<file path="config.mk">
export PLATFORM = sky130hd
export DESIGN_NAME = activation_writeback
export DESIGN_NICKNAME = d
export VERILOG_FILES = /design/src/rtl/activation_writeback.sv
export SDC_FILE = /design/constraint.sdc
export NUM_CORES = 1
export LEC_CHECK = 0
export CAP_MARGIN = 25
export CORE_ASPECT_RATIO = 0.9
export CORE_MARGIN = 2
export CORE_UTILIZATION = 55
export CTS_BUF_LIST = sky130_fd_sc_hd__clkbuf_4 sky130_fd_sc_hd__clkbuf_8
export CTS_CLUSTER_DIAMETER = 60
export CTS_CLUSTER_SIZE = 25
export DETAILED_ROUTE_END_ITERATION = 12
export HOLD_SLACK_MARGIN = 0.1
export PLACE_DENSITY = 0.8
export SETUP_SLACK_MARGIN = 0.05
export SYNTH_ARGS = -nofsm -noshare
export SYNTH_HDL_FRONTEND = slang
export SYNTH_SLANG_ARGS = --single-unit
</file>
<file path="constraint.sdc">
create_clock -name clk -period 4.32 [get_ports clk]
set_input_delay 0.864 -clock clk [delete_from_list [all_inputs] [get_ports clk]]
set_output_delay 0.864 -clock clk [all_outputs]
set_load 0.005 [all_outputs]
</file>
<file path="src/rtl/activation_writeback.sv">
// activation_writeback: ReLU + rescale + saturate accumulator results, queue them in a FIFO
// and stream them into neuron RAM through a ready/valid write port.
module activation_writeback #(
    parameter int ACC_WIDTH  = 16,
    parameter int DATA_WIDTH = 8,
    parameter int ADDR_WIDTH = 8,
    parameter int SHIFT      = 4,
    parameter int FIFO_DEPTH = 4
) (
    input  logic                        clk,
    input  logic                        reset,
    input  logic                        start,
    input  logic                        in_valid,
    output logic                        in_ready,
    input  logic signed [ACC_WIDTH-1:0] in_data,
    input  logic [ADDR_WIDTH-1:0]       in_addr,
    input  logic                        in_last,
    output logic                        wr_en,
    input  logic                        wr_ready,
    output logic [ADDR_WIDTH-1:0]       wr_addr,
    output logic [DATA_WIDTH-1:0]       wr_data,
    output logic [ADDR_WIDTH-1:0]       written,
    output logic                        done,
    output logic                        busy
);
    localparam int PW = $clog2(FIFO_DEPTH);
    localparam int EW = 1 + ADDR_WIDTH + DATA_WIDTH;
    localparam logic [ACC_WIDTH-1:0] SAT = ACC_WIDTH'((1 << DATA_WIDTH) - 1);

    typedef enum logic [1:0] {IDLE, ACTIVE, FLUSH} state_t;
    state_t state;

    logic [EW-1:0]         mem [FIFO_DEPTH];
    logic [PW-1:0]         wptr, rptr;
    logic [PW:0]           count;
    logic                  last_q, push, pop, load, hs;
    logic [ACC_WIDTH-1:0]  shifted;
    logic [DATA_WIDTH-1:0] act;
    logic [EW-1:0]         head;

    assign in_ready = state == ACTIVE && count < (PW+1)'(FIFO_DEPTH);
    assign push     = in_valid && in_ready;
    assign hs       = wr_en && wr_ready;
    // the output register refills when empty or when its current word is being taken
    assign load     = !wr_en || wr_ready;
    assign pop      = load && count != '0;
    assign head     = mem[rptr];
    assign busy     = state != IDLE;
    assign shifted  = ACC_WIDTH'(in_data >>> SHIFT);
    assign act      = (in_data[ACC_WIDTH-1] || in_data == '0) ? {DATA_WIDTH{1'b0}} :
                      (shifted > SAT) ? {DATA_WIDTH{1'b1}} : shifted[DATA_WIDTH-1:0];

    always_ff @(posedge clk)
        if (push) mem[wptr] <= {in_last, in_addr, act};

    always_ff @(posedge clk or negedge reset)
        if (!reset) begin
            wptr  <= '0;
            rptr  <= '0;
            count <= '0;
        end else begin
            if (push) wptr <= wptr + PW'(1);
            if (pop) rptr <= rptr + PW'(1);
            count <= count + {{PW{1'b0}}, push} - {{PW{1'b0}}, pop};
        end

    always_ff @(posedge clk or negedge reset)
        if (!reset) begin
            wr_en   <= 1'b0;
            wr_addr <= '0;
            wr_data <= '0;
            last_q  <= 1'b0;
        end else if (load) begin
            wr_en <= count != '0;
            if (count != '0) {last_q, wr_addr, wr_data} <= head;
        end

    always_ff @(posedge clk or negedge reset)
        if (!reset) begin
            state   <= IDLE;
            written <= '0;
            done    <= 1'b0;
        end else begin
            done    <= state == FLUSH && hs && last_q;
            written <= (state == IDLE && start) ? '0 : hs ? written + ADDR_WIDTH'(1) : written;
            state   <= state == IDLE   ? (start ? ACTIVE : IDLE) :
                       state == ACTIVE ? ((push && in_last) ? FLUSH : ACTIVE) :
                                         ((hs && last_q) ? IDLE : FLUSH);
        end
endmodule
</file>
After elaboration in Yosys (flattened, before gate mapping)
Memories as Yosys holds them, arrays and structs flattened. A register that Yosys moved wholly into a read port is not among the register bits.
Cells that the tools add are included.
Storage, ports and cells
  output and inout bits: 28
  register bits: 19
  latch bits: 0
  bits in writable memories: 68
  memories: 1
  ROM bits: 0
Cells by class
  mux-type cells: 11
  multiply operators: 0
  order comparisons: 2
  add/sub/neg operators: 5
  divide/modulo/power cells: 0
  shift-type cells: 0
  reductions and logical operators: 19
  bitwise operators: 0
  equality and inequality tests: 2
Memories
  mem: words 4, bits a word 17, rd ports 1, clocked after memory_dff 1, wr ports 1, line 33  | logic [EW-1:0] mem [FIFO_DEPTH];
Operators by type and width (count)
  $mux 8: 4
  $gt 16x8->1 const B: 1
  $logic_not 16->1: 1
  $logic_and 1x1->1: 9
  $add 8x1->8 const B: 1
  $mux 2: 4
  $add 2x1->2 const B: 2
  $reduce_bool 2->1: 2
  $add 3x1->3: 1
  $lt 3x3->1 const B: 1
  $mux 1: 3
  $reduce_bool 3->1: 1
  $sub 3x1->3: 1
  $eq 2x1->1 const B: 1
  $eq 2x2->1 const B: 1
  $logic_not 1->1: 2
  $logic_not 2->1: 1
  $logic_or 1x1->1: 2
  $reduce_and 2->1: 1

Logic depth before layout (Yosys ltp)
Gate-level depths: netlist of run 1.
  depth in word-level cells: 7
  gate-level depth with buffers: 11

Worst setup path before layout of run 1
Ideal clock, no wire load.
  kind: input to register
  start: input wr_ready
  end: register count[2]
  setup slack: 1650 ps
  data required time: 4196 ps
  stages on the path: 11
  data arrival time: 2546 ps
  setup time: 124 ps
  cell sequence: nand2b_1 > nor2b_1 > buf_4 > buf_6 > ha_1 > inv_1 > ha_1 > inv_1 > fa_1 > xnor2_1 > xnor2_1
On the way
  word-level cells in the longest chain between the ends: 3
RTL lines
  start, declared: line 19  | input logic wr_ready,
  $logic_or 1x1->1: line 45  | assign load = !wr_en || wr_ready;
  $logic_and 1x1->1: line 46  | assign pop = load && count != '0;
  via pop: line 36  | logic last_q, push, pop, load, hs;
  $sub 3x1->3: line 64  | count <= count + {{PW{1'b0}}, push} - {{PW{1'b0}}, pop};
  end signal, assigned: line 64
  end, declared: line 35  | logic [PW:0] count;
The timed path passes the listed nets, and every way through them passes these cells.
A chain may end at the register's enable or synchronous reset.

Final worst setup path of run 1
  start: input in_valid
  end: register count[2]
On the way
  word-level cells in the longest chain between the ends: 3
RTL lines
  start, declared: line 13  | input logic in_valid,
  $logic_and 1x1->1: line 42  | assign push = in_valid && in_ready;
  $add 3x1->3: line 64
  $sub 3x1->3: line 64
Every way passes these cells.

==> summary.md, run 1 <==
| Metric | Value |
|---|---|
| R2r startpoint | `count[2]` |
| IO buf count | `53` |
| Die X | `96.10 µm` |
| Setup crit end kind | `flip-flop` |
| Crit path buffers/inverters | `5` |
| Routed len/inst | `18.10 µm` |
| DR iter-0 viols | `91` |
| Rows | `30` |
| Critical path's largest stage delay | `450 ps` |
| P&R area growth vs syn | `19.40%` |
| VDD IR-drop max | `0.2723 mV` |
| Antenna fix cells | `0` |
| Mapped Nets | `273` |
| Crit path top cell by count | `inv_1` |
| Crit path launch type | `input port` |
| LEAKAGE | `0.001861 µW` |
| Vias | `2154` |
| Final setup fails | `0` |
| Antenna Nets Post-Route | `0` |
| Non-Filler Instances | `394` |
| CTS tree | `yes` |
| Die ar. | `8350 µm²` |
| Max Slew Vio Count | `0` |
| Hold Crit Class | `flip-flop to flip-flop` |
| Cells along the critical path | `clkdlybuf4s50_1 -> nor4bb_1 -> buf_4 -> inv_1 -> ha_1 -> inv_1 -> ha_1 -> inv_1 -> fa_1 -> xnor2_1 -> xnor2_1` |
| Clock transition at the registers of the reported paths | `100 ps` |
| GRT Overall Usage | `0.1946` |
| Final Hold Fails | `0` |
| Post-place instance area | `4788 µm²` |
| Post-route cell area | `5014 µm²` |
| Chip Height | `86.89 µm` |
| Maximum fanout along the worst path | `10` |
| Arrival time at the worst endpoint | `3030 ps` |
| Share of layout cells above drive strength 1 | `0.1678` |
| RSZ-0062 raised after global routing | `no` |
| Cell variety after synth | `34` |
| Final Cycle Share | `0.6447` |
| Gate Count Post-Synth | `235` |
| # IOs | `58` |
| Max-Cap Viols | `0` |
| Grt ovf | `0` |
| Core area | `7470 µm²` |
| Clk pwr share | `0.210` |
| Clock Tree Buf Depth | `2` |
| Fmax | `359.1 MHz` |
| Sequential share of the synthesized area | `0.7008` |
| Root Driver | `clkbuf_8` |
| Seq pwr share | `0.487` |
| Post_cts resized | `0` |
| Post-route minimum period | `2785 ps` |
| Worst hold slack | `484.3 ps` |
| Nets | `331` |
| Stages on worst setup path | `11` |
| Largest net degree at the start of global routing | `37` |
| Setup repair bufs after CTS | `0` |
| Worst Skew | `15.30 ps` |
| CP Data Required Time | `4560 ps` |
| HPWL Detailed | `4561 µm` |
| Relative slew slack | `0.3466` |
| Worst slew pin tran | `980.1 ps` |
| Via density | `5.467` |
| Mapped cell area | `4199 µm²` |
| Gpl congestion | `0.6816` |
| P_sw | `799.4 µW` |
| Worst Reg-to-Reg Cells | `10` |
| Logic pwr share | `0.303` |
| Synth warnings | `0` |
| H-Tree Level Count | `3` |
| Status | `complete, no violations` |
| Flops & latches, synth | `104` |
| Reg2reg end | `count[2]` |
| Initial core utilization | `0.5621` |
| First-pass DRT Iterations | `5` |
| Placed Instances | `377` |
| Int Pwr | `2174 µW` |
| Initial antenna violation count | `0` |
| Critical Path Source | `in_valid` |
| R2R Setup Slk | `1980 ps` |
| # hold bufs at CTS | `0` |
| WL final | `7131 µm` |
| Clock latency on the worst-skew pair | `360 ps` |
| Setup TNS | `0 ps` |
| Switching Fraction | `0.2688` |
| First-pass GRT wire length | `11640 µm` |
| Number of clock sinks | `104` |
| Syn Area/Cell | `17.87 µm²` |
| CTS Buf Count | `9` |
| Final core utilization | `0.6712` |
| Vias in the first global route | `2295` |
| CP delay by family, top | `buffers and inverters` |
| Pwr dens | `593.1 nW/µm²` |
| Crit Path Category | `input port to flip-flop` |
| Worst setup path endpoint | `count[2]` |
| Critical-path top delay cell | `clkdlybuf4s50_1` |
| Drt drc | `0` |
[through the flow]
step	worst slack, ps	power [µW]
3_3_place_gp	1302	2331
3_5_place_dp	1169	2373
5_1_grt	1429	3145
2_1_floorplan	1650	2021
4_1_cts	1530	2995
6_report	1535	2973
[worst reg2reg max path, stage by stage, from the launching register on]
cell	delay, ps
dfrtp_1	440
nor4bb_1	340
buf_4	230
inv_1	60
ha_1	280
inv_1	50
ha_1	140
inv_1	50
fa_1	370
xnor2_1	140
xnor2_1	130
[synthesized netlist by cell type]
master,n,share of area
edfxtp_1,68,0.49
xnor2_1,3,0.0063
xor2_1,4,0.0083
o31ai_1,2,0.0036
mux4_2,8,0.043
or2_2,2,0.0030
nor2_1,20,0.018
buf_6,2,0.0054
and2_1,4,0.0060
nand2b_1,2,0.0030
mux2_2,9,0.024
fa_1,1,0.0048
nand2_1,5,0.0045
a21oi_1,7,0.0083
or4_1,3,0.0054
nor4bb_1,1,0.0024
nor2b_1,1,0.0015
clkbuf_1,1,0.00089
nor3b_1,1,0.0018
ha_1,7,0.021
and3b_2,1,0.0024
mux2_4,8,0.029
or3_1,3,0.0045
buf_4,1,0.0018
nor3_2,1,0.0024
nand4_1,2,0.0030
dfrtp_1,36,0.21
buf_2,4,0.0048
o21ai_0,4,0.0048
mux4_1,9,0.056
inv_1,8,0.0072
nand3_1,5,0.0060
buf_12,1,0.0048
a22o_1,1,0.0021
[cells by family (layout without fill, tap and decap cells)]
family / count (synthesis) / after routing / synth area share
fa+ha+maj: 8 / 8 / 0.02562
mux: 34 / 34 / 0.1520
flops: 104 / 104 / 0.7008
xor+xnor: 7 / 7 / 0.01460
buf+inv: 17 / 80 / 0.02473
simple gates: 51 / 51 / 0.06347
compound gates: 14 / 14 / 0.01877
[final cells by class]
type | instances | area, µm²
clock buffers | 14 | 173.9
clock inverters | 2 | 36.28
fillers | 517 | 2456
inverters | 8 | 30.03
multi-input cells | 114 | 1155
flip-flops and latches | 104 | 2943
well taps | 96 | 120.1
repair buffers | 56 | 555.5
[layer usage]
metal	global-route usage	routed length (µm)	part of all wire
met1	0.2350	2903	0.41
met2	0.3409	3783	0.53
met3	0.04848	390	0.055
met4	0.06753	54	0.0076
met5	0	0	0
[how the worst min path moves through the flow]
stage	startpoint	slack, ps	endpoint	depth (start not counted)
6_report	state[0]	480	done	1
4_1_cts	state[0]	480	done	1
3_5_place_dp	state[0]	470	done	1
5_1_grt	state[0]	510	done	1
3_3_place_gp	state[0]	470	done	1
2_1_floorplan	state[0]	440	done	1
[state kept, by name, summed over array words and instances (netlist names)]
name,cells
wr_addr,8
state,2
count,3
written,8
wr_en,1
rptr,2
wr_data,8
wptr,2
done,1
last_q,1
mem,68
[cells in the final DEF (no fill, tap or decap), types with 8 or more instances in the layout]
cell             synthesis  final
clkbuf_8                 0     11
clkdlybuf4s50_1          0     52
dfrtp_1                 36     36
edfxtp_1                68     68
inv_1                    8      8
mux2_2                   9      9
mux2_4                   8      8
mux4_1                   9      9
mux4_2                   8      8
nor2_1                  20     20
[power by group through the flow]
stage | registers [µW] | clock network (µW) | logic [µW]
detailed placement | 1500 | 0 | 877
CTS | 1480 | 635 | 883
global placement | 1490 | 0 | 844
finish | 1450 | 623 | 902
global route | 1480 | 677 | 990
floorplan | 1390 | 0 | 628
Power figures use the tool's default switching activity.
==> run 2, diff against run 1 <==
Clock period 4.32 ns to 2.7 ns, I/O delays scaled along.
==> run 2 against run 1 <==
Net effect:
- worst setup slack got worse by 1200 ps
- first-iteration DRC count rose by 4.4%
- register-to-register slack got worse by 1600 ps
- sequential share of layout area is 1.1 points lower
- core utilization increased by 1.3 points
- combinational power is 65% higher
- largest power group unchanged
==> summary.md, run 2 (synthesis gave the netlist of run 1 again) <==
| Metric | Value |
|---|---|
| Number of clock sinks | `104` |
| Int Pwr | `3566 µW` |
| Vias in the first global route | `2318` |
| Multi-input gate area | `1155 µm²` |
| Gpl congestion | `0.7656` |
| R2R Setup Slk | `410 ps` |
| Pwr dens | `954.1 nW/µm²` |
| Most frequent cells in the layout | `edfxtp_1, clkdlybuf4s50_1, dfrtp_1` |
| P&R area growth vs syn | `21.78%` |
| Most flop-heavy register | `mem` |
| Root Driver | `clkbuf_8` |
| Clock Tree Buf Depth | `2` |
| Die ar. | `8350 µm²` |
| First-pass GRT wire length | `11830 µm` |
| Final Cycle Share | `0.8875` |
| RSZ-0062 raised after global routing | `no` |
| Worst Skew | `8.407 ps` |
| Crit path launch type | `input port` |
| H-Tree Level Count | `3` |
| Most common cell after layout, fill and taps aside | `edfxtp_1` |
| Share of layout cells above drive strength 1 | `0.1948` |
| Arrival time at the worst endpoint | `2670 ps` |
| Max-Cap Viols | `0` |
| Nets | `341` |
| P_sw | `1313 µW` |
| IO buf count | `53` |
| Switching Fraction | `0.2690` |
| Vias | `2228` |
| Setup TNS | `0 ps` |
| Post-route minimum period | `2396 ps` |
| CTS tree | `yes` |
| Hold Crit Class | `input port to async pin` |
| Max Slew Vio Count | `0` |
| CTS Buf Count | `9` |
| Routed len/inst | `18.18 µm` |
| Reg2reg end | `count[2]` |
| Via density | `5.515` |
| WL final | `7346 µm` |
| Drt drc | `0` |
| Relative slew slack | `0.4250` |
| Non-Filler Instances | `404` |
| Rows | `30` |
| Worst hold slack | `290.3 ps` |
| Setup crit end kind | `flip-flop` |
| Status | `complete, no violations` |
| VDD IR-drop max | `0.5401 mV` |
| CP Data Required Time | `2970 ps` |
| Fmax | `417.3 MHz` |
| Post_cts resized | `0` |
| Die X | `96.10 µm` |
| DR iter-0 viols | `95` |
| Setup repair bufs after CTS | `0` |
| Worst slew pin tran | `862.5 ps` |
| Chip Height | `86.89 µm` |
| # IOs | `58` |
| Max FFs per register | `68` |
| R2r startpoint | `count[2]` |
| Largest net degree at the start of global routing | `37` |
| LEAKAGE | `0.001924 µW` |
| Final Hold Fails | `0` |
| Clk pwr share | `0.217` |
| GRT Overall Usage | `0.1965` |
| Worst Reg-to-Reg Cells | `9` |
| Crit Path Category | `input port to flip-flop` |
| Placed Instances | `388` |
| Clock transition at the registers of the reported paths | `90 ps` |
| Final setup fails | `0` |
| Maximum fanout along the worst path | `2` |
| Fillers | `493` |
| Core area | `7470 µm²` |
| Initial antenna violation count | `0` |
| Sequential cell area | `2943 µm²` |
| Clock latency on the worst-skew pair | `350 ps` |
| Grt ovf | `0` |
| Logic pwr share | `0.306` |
| # hold bufs at CTS | `0` |
| Antenna Nets Post-Route | `0` |
| Initial core utilization | `0.5621` |
| Seq pwr share | `0.477` |
| HPWL Detailed | `5026 µm` |
| Antenna fix cells | `0` |
| First-pass DRT Iterations | `4` |
run 2: changes by cell type in the layout (fill, tap and decap cells not counted), sizes merged:
cell / before / now
clkbuf: 14 / 11
inv: 9 / 8
buf: 4 / 14
clkinv: 0 / 3
bufinv: 1 / 2
run 2: how the worst max path moves through the flow:
stage	end	startpoint	slack, ps	depth (start not counted)
global route	count[2]	in_valid	160	10
detailed placement	count[2]	in_valid	2	10
floorplan	count[2]	wr_ready	350	11
CTS	count[2]	in_valid	330	10
global placement	count[2]	in_valid	60	10
finish	count[2]	in_valid	300	10
run 2: stage by stage:
step | total power (µW) | utilization | setup WS, ps | area [µm²]
floorplan | 3234 | - | 353.7 | 4199
global placement | 3790 | 0.6538 | 59.79 | 4883
detailed placement | 3883 | 0.6538 | 1.632 | 4883
CTS | 4943 | 0.6846 | 330.5 | 5114
global route | 5165 | 0.6846 | 156.9 | 5114
finish | 4879 | 0.6846 | 303.7 | 5114
run 2: routing by layer:
metal	GRT usage	wire length, µm	vias up
li1	-	-	1032
met1	0.2546	3136	1135
met2	0.3352	3867	56
met3	0.05628	308	5
met4	0.03896	34	0
met5	0	0	-
run 2: final cells by class:
class / instances / share of cell area
Timing Repair Buffer: 66 / 0.1243
Clock inverter: 5 / 0.01541
Tap cell: 96 / 0.02349
Clock buffer: 11 / 0.02961
Inverter: 8 / 0.005872
Sequential cell: 104 / 0.5755
Multi-Input combinational cell: 114 / 0.2258
run 2: worst max-delay path, stage by stage:
cell and delay (ps):
clkdlybuf4s50_1 450, nor4bb_1 330, inv_1 90, ha_1 300, inv_1 60, ha_1 130, inv_1 50, fa_1 380
xnor2_1 200, xnor2_1 140
run 2: power by group through the flow:
stage | clock (µW) | combinational, µW | sequential (µW)
detailed placement | 0 | 1520 | 2370
global route | 1150 | 1640 | 2370
floorplan | 0 | 1000 | 2230
global placement | 0 | 1450 | 2340
CTS | 1090 | 1520 | 2340
finish | 1060 | 1490 | 2330
==> run 3, diff against run 2 <==
Settings changed: CORE_UTILIZATION 55 to 50, PLACE_DENSITY 0.8 to 0.74.
==> run 3 against run 2 <==
Net effect:
- clock-buffer cell count unchanged
- total power down 3.5%
- critical endpoint unchanged
- via count down 3.9%
- sequential power about the same
- design area is 1.4% lower
- combinational power decreased by 4%
- largest cell class unchanged
- hold slack worse by 18 ps
- clock power down 9%
- maximum frequency grew 3.3%
- worst setup slack gained 76 ps
- sequential share of layout area up 0.81 points
==> summary.md, run 3 (synthesis gave the netlist of run 1 again) <==
| Metric | Value |
|---|---|
| Antenna fix cells | `0` |
| Number of clock sinks | `104` |
| Via density | `5.315` |
| CTS tree | `yes` |
| CP Data Required Time | `2980 ps` |
| Core area | `8107 µm²` |
| Gpl congestion | `0.8016` |
| Vias | `2142` |
| First-pass GRT wire length | `11380 µm` |
| Final core utilization | `0.6220` |
| Grt ovf | `0` |
| DR iter-0 viols | `99` |
| Routed len/inst | `16.81 µm` |
| VDD IR-drop max | `0.4640 mV` |
| Most common cell after layout, fill and taps aside | `edfxtp_1` |
| Maximum fanout along the worst path | `2` |
| Arrival time at the worst endpoint | `2600 ps` |
| Final Cycle Share | `0.8594` |
| Critical path's largest stage delay | `460 ps` |
| Most frequent cells in the layout | `edfxtp_1, clkdlybuf4s50_1, dfrtp_1` |
| Status | `complete, no violations` |
| Final Hold Fails | `0` |
| Fillers | `583` |
| Share of layout cells above drive strength 1 | `0.1809` |
| Chip Height | `90.94 µm` |
| Initial antenna violation count | `0` |
| Root Driver | `clkbuf_8` |
| Worst Skew | `14.46 ps` |
| Final worst slack | `379.7 ps` |
| Pre-CTS setup slack | `17.41 ps` |
| Initial core utilization | `0.5180` |
| Antenna Nets Post-Route | `0` |
| Hold Crit Class | `input port to async pin` |
| Clock Tree Buf Depth | `2` |
| P&R area growth vs syn | `20.08%` |
| Nets | `337` |
| GRT Overall Usage | `0.1656` |
| Setup crit end kind | `flip-flop` |
| WL final | `6775 µm` |
| CTS Buf Count | `9` |
| Post-route minimum period | `2320 ps` |
| Cells along the critical path | `clkdlybuf4s50_1 -> nor4bb_1 -> inv_1 -> ha_1 -> inv_1 -> ha_1 -> inv_1 -> fa_1 -> xnor2_1 -> xnor2_1` |
| Setup TNS | `0 ps` |
| IO buf count | `53` |
| Fmax | `431.0 MHz` |
| Critical-path top delay cell | `clkdlybuf4s50_1` |
| H-Tree Level Count | `3` |
| Pwr dens | `934.0 nW/µm²` |
| Crit Path Category | `input port to flip-flop` |
| HPWL Detailed | `4363 µm` |
| Crit path launch type | `input port` |
| Post_cts resized | `0` |
| Vias in the first global route | `2249` |
| Max FFs per register | `68` |
| Worst slew pin tran | `835.6 ps` |
| Clock transition at the registers of the reported paths | `100 ps` |
| RSZ-0062 raised after global routing | `no` |
| LEAKAGE | `0.001877 µW` |
| Die ar. | `9148 µm²` |
| Clock latency on the worst-skew pair | `360 ps` |
| Die X | `100.6 µm` |
| First-pass DRT Iterations | `4` |
| Max Slew Vio Count | `0` |
| Rows | `31` |
| Non-Filler Instances | `403` |
| Most flop-heavy register | `mem` |
| Crit path top cell by count | `inv_1` |
| Placed Instances | `387` |
| Largest net degree at the start of global routing | `37` |
| Relative slew slack | `0.4430` |
| # hold bufs at CTS | `0` |
| Setup repair bufs after CTS | `0` |
| Drt drc | `0` |
| Max-Cap Viols | `0` |
| # IOs | `58` |
| Worst hold slack | `272.7 ps` |
| Final setup fails | `0` |
## run 3: changes by cell type in the layout (fill, tap and decap cells not counted)
cell	change
buf_12	-1
clkbuf_4	+2
clkbuf_8	-2
clkinv_4	+1
bufinv_16	-1
clkinv_2	-2
clkinv_1	+1
clkinvlp_4	+1
buf_4	-3
## run 3: worst max-delay path: cells and delay by family
family | cells | cell delay [ps]
buf+inv | 4 | 650
simple gates | 1 | 310
xor+xnor | 2 | 310
fa+ha+maj | 3 | 790
## run 3: report_power, final
| group | switching [µW] | total, µW | leakage (µW) | internal (µW) |
|---|---|---|---|---|
| Combinational | 501 | 1430 | 0.000728 | 933 |
| Clock | 510 | 961 | 0.0000980 | 450 |
| Sequential | 283 | 2310 | 0.00105 | 2030 |
| Total | 1300 | 4710 | 0.00188 | 3410 |
## run 3: metrics by stage
step                area [µm²]  total power, µW
finish                    5042             4709
global route              5042             5023
CTS                       5042             4777
detailed placement        4845             3810
global placement          4845             3757
floorplan                 4199             3234
## run 3: worst paths after layout
path	end	slack (ps)	from	cells after the start
worst min register to register	done	500	state[0]	1
worst max register to register	count[2]	500	count[2]	9
min in group clk	done	500	state[0]	1
worst min-delay path	wr_addr[7]	270	reset	1
worst max-delay path	count[2]	380	in_valid	10
max in group asynchronous	wr_addr[3]	1890	reset	1
## run 3: layer usage
| metal | GRT usage | routed length (µm) | vias up |
|---|---|---|---|
| met5 | 0 | 0 | - |
| met4 | 0.04452 | 60 | 0 |
| met1 | 0.2231 | 3126 | 1069 |
| met3 | 0.05004 | 250 | 5 |
| li1 | - | - | 1018 |
| met2 | 0.2639 | 3338 | 50 |
## run 3: cell type report
cell class	count	area [µm²]	area share
multi-input cells	114	1155	0.2290
repair buffers	62	593.1	0.1176
well taps	99	123.9	0.02457
flip-flops and latches	104	2943	0.5836
clock buffers	11	138.9	0.02754
clock inverters	5	58.81	0.01166
inverters	8	30.03	0.005955
==> edit 1 (settings of run 3) <==
`ACC_WIDTH`: 16 -> 20.
--- a/src/rtl/activation_writeback.sv
+++ b/src/rtl/activation_writeback.sv
@@ -1,7 +1,7 @@
 // activation_writeback: ReLU + rescale + saturate accumulator results, queue them in a FIFO
 // and stream them into neuron RAM through a ready/valid write port.
 module activation_writeback #(
-    parameter int ACC_WIDTH  = 16,
+    parameter int ACC_WIDTH  = 20,
     parameter int DATA_WIDTH = 8,
     parameter int ADDR_WIDTH = 8,
     parameter int SHIFT      = 4,
Interface: changed (resized in_data); port bits go from 58 to 62. The function was not compared with the original's and may differ.
==> edit 1 against run 3 <==
  * Synthesized area grew 1.2%
  * Non-clock buffer count up 8
  * Setup slack worse by 29 ps
  * Routed wire length increased by 8.3%
  * Cell count is 2.5% higher
  * Worst hold slack gained 8.0 ps
  * Power is 1.2% higher
  * Final area is 2.7% higher
  * Register-to-register slack worse by 70 ps
  * Clock skew down 3.4 ps
  * Sequential cell count is the same
  * Critical endpoint unchanged
==> edit 1: results (changes against run 3) <==
- M1 WL: 3170 um (+1.4%)
- Post-synthesis mux area share: 15.0% (-0.18 points)
- Bufs w/o clock: 70 (+13%)
- Syn_area_per_cell: 17.9 um2 (about the same)
- Via density: 5.42 (+2.0%)
- Adder-Cell Fraction of Synth Area: 2.53% (-0.031 points)
- Placed cell area: 4970 um2 (+2.6%)
- Sequential share of the synthesized area: 69.2% (-0.85 points)
- VDD IR max: 0.336 mV (-28%)
- Layout clock buffer count: 12 (+1)
- Finished Layout Cells: 413 (+2.5%)
- Compound-Gate Fraction of Synth Area: 2.18% (+0.30 points)
- WL/cell: 17.8 um (+5.7%)
- PortBufs: 57 (+7.5%)
- P_int: 0.00346 W (+1.2%)
- Total GRT Usage: 17.6% (+1.0 points)
- Worst reg2reg startpoint: count[0]
- Met3 Use GR: 3.08% (-1.9 points)
- CP arrival: 2630 ps (+30 ps)
- Seq/total area: 56.8% (-1.5 points)
- Clock skew: 11.1 ps (-3.38 ps)
- Reg2Reg Depth: 8 (-1)
- Routability cong.: 0.747 (-6.8%)
- Synth unique cells: 35 (+2.9%)
- Met1 GRT Util: 22.5% (+0.19 points)
- Vias in the first global route: 2,436 (+8.3%)
- CP max stage delay: 450 ps
- Met2 WL: 3730 um (+12%)
- Crit path max-delay cell type: clkdlybuf4s50_1
- GR Layer Usage met2: 29.2% (+2.8 points)
- Reg-to-reg slack, setup: 430 ps (-70 ps)
- Placeable core area: 8150 um2 (+0.48%)
- HPWL after DPL: 5060 um (+16%)
- Non-clock buffer share of cell area: 13.0% (+1.3 points)
- Clock network area share: 3.99% (+0.067 points)
- Initial antenna violation count: 0 (unchanged)
- Status: completed
- Synth area leaders: edfxtp_1, dfrtp_1, mux4_1
- Lkg Pwr: 1.91 nW (+1.9%)
- First-pass GRT wire length: 12,100 um (+6.2%)
- Synth cell count leaders: edfxtp_1, dfrtp_1, nor2_1, inv_1
- Fraction of area in multi-input gates: 23.0% (+0.10 points)
- Routed length on met3: 263 um (+5.2%)
- Syn_nets: 280 (+2.6%)
- Share of layout cells above drive strength 1: 20.4% (+2.3 points)
- H-Tree Depth: 3 (unchanged)
- Inverters: 10 (+2)
- Largest net degree at the start of global routing: 37 (unchanged)
- Inst Count DP: 397 (+2.6%)
- XOR/XNOR Fraction of Synth Area: 1.44% (-0.018 points)
- Nets: 351 (+4.2%)
- Filler cells: 623 (+6.9%)
- DRT iter0 DRCs: 92 (-7.1%)
==> edit 1: cell types whose count changed in the layout (fill, tap and decap cells not counted), sizes merged, moves of 2 or more <==
cell,run 3,this run
clkdlybuf4s50,52,56
clkinv,3,1
nor3,1,9
nor2,20,12
inv,8,10
buf,10,14
==> edit 1: power by group through the flow <==
stage               logic [W]  clock network (W)  registers, W
floorplan             0.00101                  0       0.00221
global placement      0.00146                  0       0.00232
detailed placement    0.00153                  0       0.00233
CTS                   0.00153           0.000998       0.00230
global route          0.00164            0.00105       0.00234
finish                0.00150           0.000970       0.00230
==> edit 1: stage by stage <==
step	TNS [ps]	hold slack [ps]	util, %	setup slack (ps)
floorplan	0	244	-	442
global placement	0	469	61.0	19.4
detailed placement	-12.7	481	61.0	-12.7
CTS	0	301	63.6	349
global route	0	350	63.6	223
finish	0	281	63.6	351
==> edit 2 (settings of run 3) <==
Made on the original files. The 3 states of `state_t` get a one-hot encoding in 3 bits.
--- a/src/rtl/activation_writeback.sv
+++ b/src/rtl/activation_writeback.sv
@@ -27,7 +27,7 @@
     localparam int EW = 1 + ADDR_WIDTH + DATA_WIDTH;
     localparam logic [ACC_WIDTH-1:0] SAT = ACC_WIDTH'((1 << DATA_WIDTH) - 1);
 
-    typedef enum logic [1:0] {IDLE, ACTIVE, FLUSH} state_t;
+    typedef enum logic [2:0] {IDLE = 3'b001, ACTIVE = 3'b010, FLUSH = 3'b100} state_t;
     state_t state;
 
     logic [EW-1:0]         mem [FIFO_DEPTH];
Behaviour: same outputs for any inputs over 10 cycles, from zero or initial values and one cycle with reset low; not proved beyond that.
==> edit 2 against run 3 <==
  * Routed wire length up 9.5%
  * Sequential share of layout area decreased by 0.72 points
  * Synthesized area up 0.69%
  * Setup slack got worse by 150 ps
  * Power up 2.5%
  * Sequential cell count up 1
  * Final area is 2.2% higher
  * Via count up 6.6%
  * Clock power rose by 31%
  * Cell count is 1.7% higher
==> edit 2: results (changes against run 3) <==
- Status: completed
- Bufs w/o clock: 61 (-1.6%)
- Max Fanout on Critical Path: 9 (+7)
- CP max stage delay: 490 ps (+30 ps)
- Inst Count DP: 394 (+1.8%)
- Detailed Route WL: 7420 um (+9.5%)
- Reg-to-reg slack, setup: 230 ps (-270 ps)
- Met1 GRT Util: 21.9% (-0.38 points)
- Vias in the first global route: 2,329 (+3.6%)
- HPWL after DPL: 4770 um (+9.3%)
- Share of layout cells above drive strength 1: 22.5% (+4.4 points)
- Clock skew: 13.6 ps (-0.826 ps)
- Nets: 344 (+2.1%)
- Fraction of area in multi-input gates: 22.8% (-0.14 points)
- WL/cell: 18.1 um (+7.6%)
- Hold slack final: 281 ps (+8.26 ps)
- Placement Setup Slack: 65.6 ps (+48.2 ps)
- First-pass GRT wire length: 11,500 um (+0.91%)
- Syn_nets: 281 (+2.9%)
- Total GRT Usage: 16.9% (+0.36 points)
- M1 WL: 3300 um (+5.6%)
- Clk sinks: 105 (+0.96%)
- Non-clock buffer share of cell area: 11.4% (-0.39 points)
- Crit path max-delay cell type: dfrtp_1
- Synth cell count leaders: edfxtp_1, dfrtp_1, nor2_1, mux2_2, mux4_2
- Placed cell area: 4880 um2 (+0.75%)
- Worst-Margin Slew: 889 ps (+53.1 ps)
- Lkg Pwr: 1.87 nW (-0.13%)
## edit 2: where the power goes
group,internal (W),switching (W)
registers,0.00197,0.000236
logic,0.000864,0.000500
clock network,0.000719,0.000541
## edit 2: logic make-up (layout without fill, tap and decap cells)
kind of cell / Yosys count / count (layout) / share of synthesized area (%)
AND/OR/NAND/NOR: 53 / 53 / 7.31
XOR/XNOR: 7 / 7 / 1.45
buffers and inverters: 17 / 85 / 2.10
multiplexers: 35 / 35 / 13.9
flip-flops: 105 / 105 / 70.2
adder cells (fa/ha/maj): 8 / 8 / 2.55
AO/OA/AOI/OAI: 18 / 18 / 2.43
## edit 2: worst paths after layout
kind	from	endpoint	cells after the start
worst max-delay path	state[1]	count[2]	9
worst min-delay path	reset	wr_data[3]	1
worst max register to register	state[1]	count[2]	9
worst min register to register	wr_data[3]	wr_data[3]	1
max in group asynchronous	reset	wr_addr[6]	1
min in group clk	wr_data[3]	wr_data[3]	1
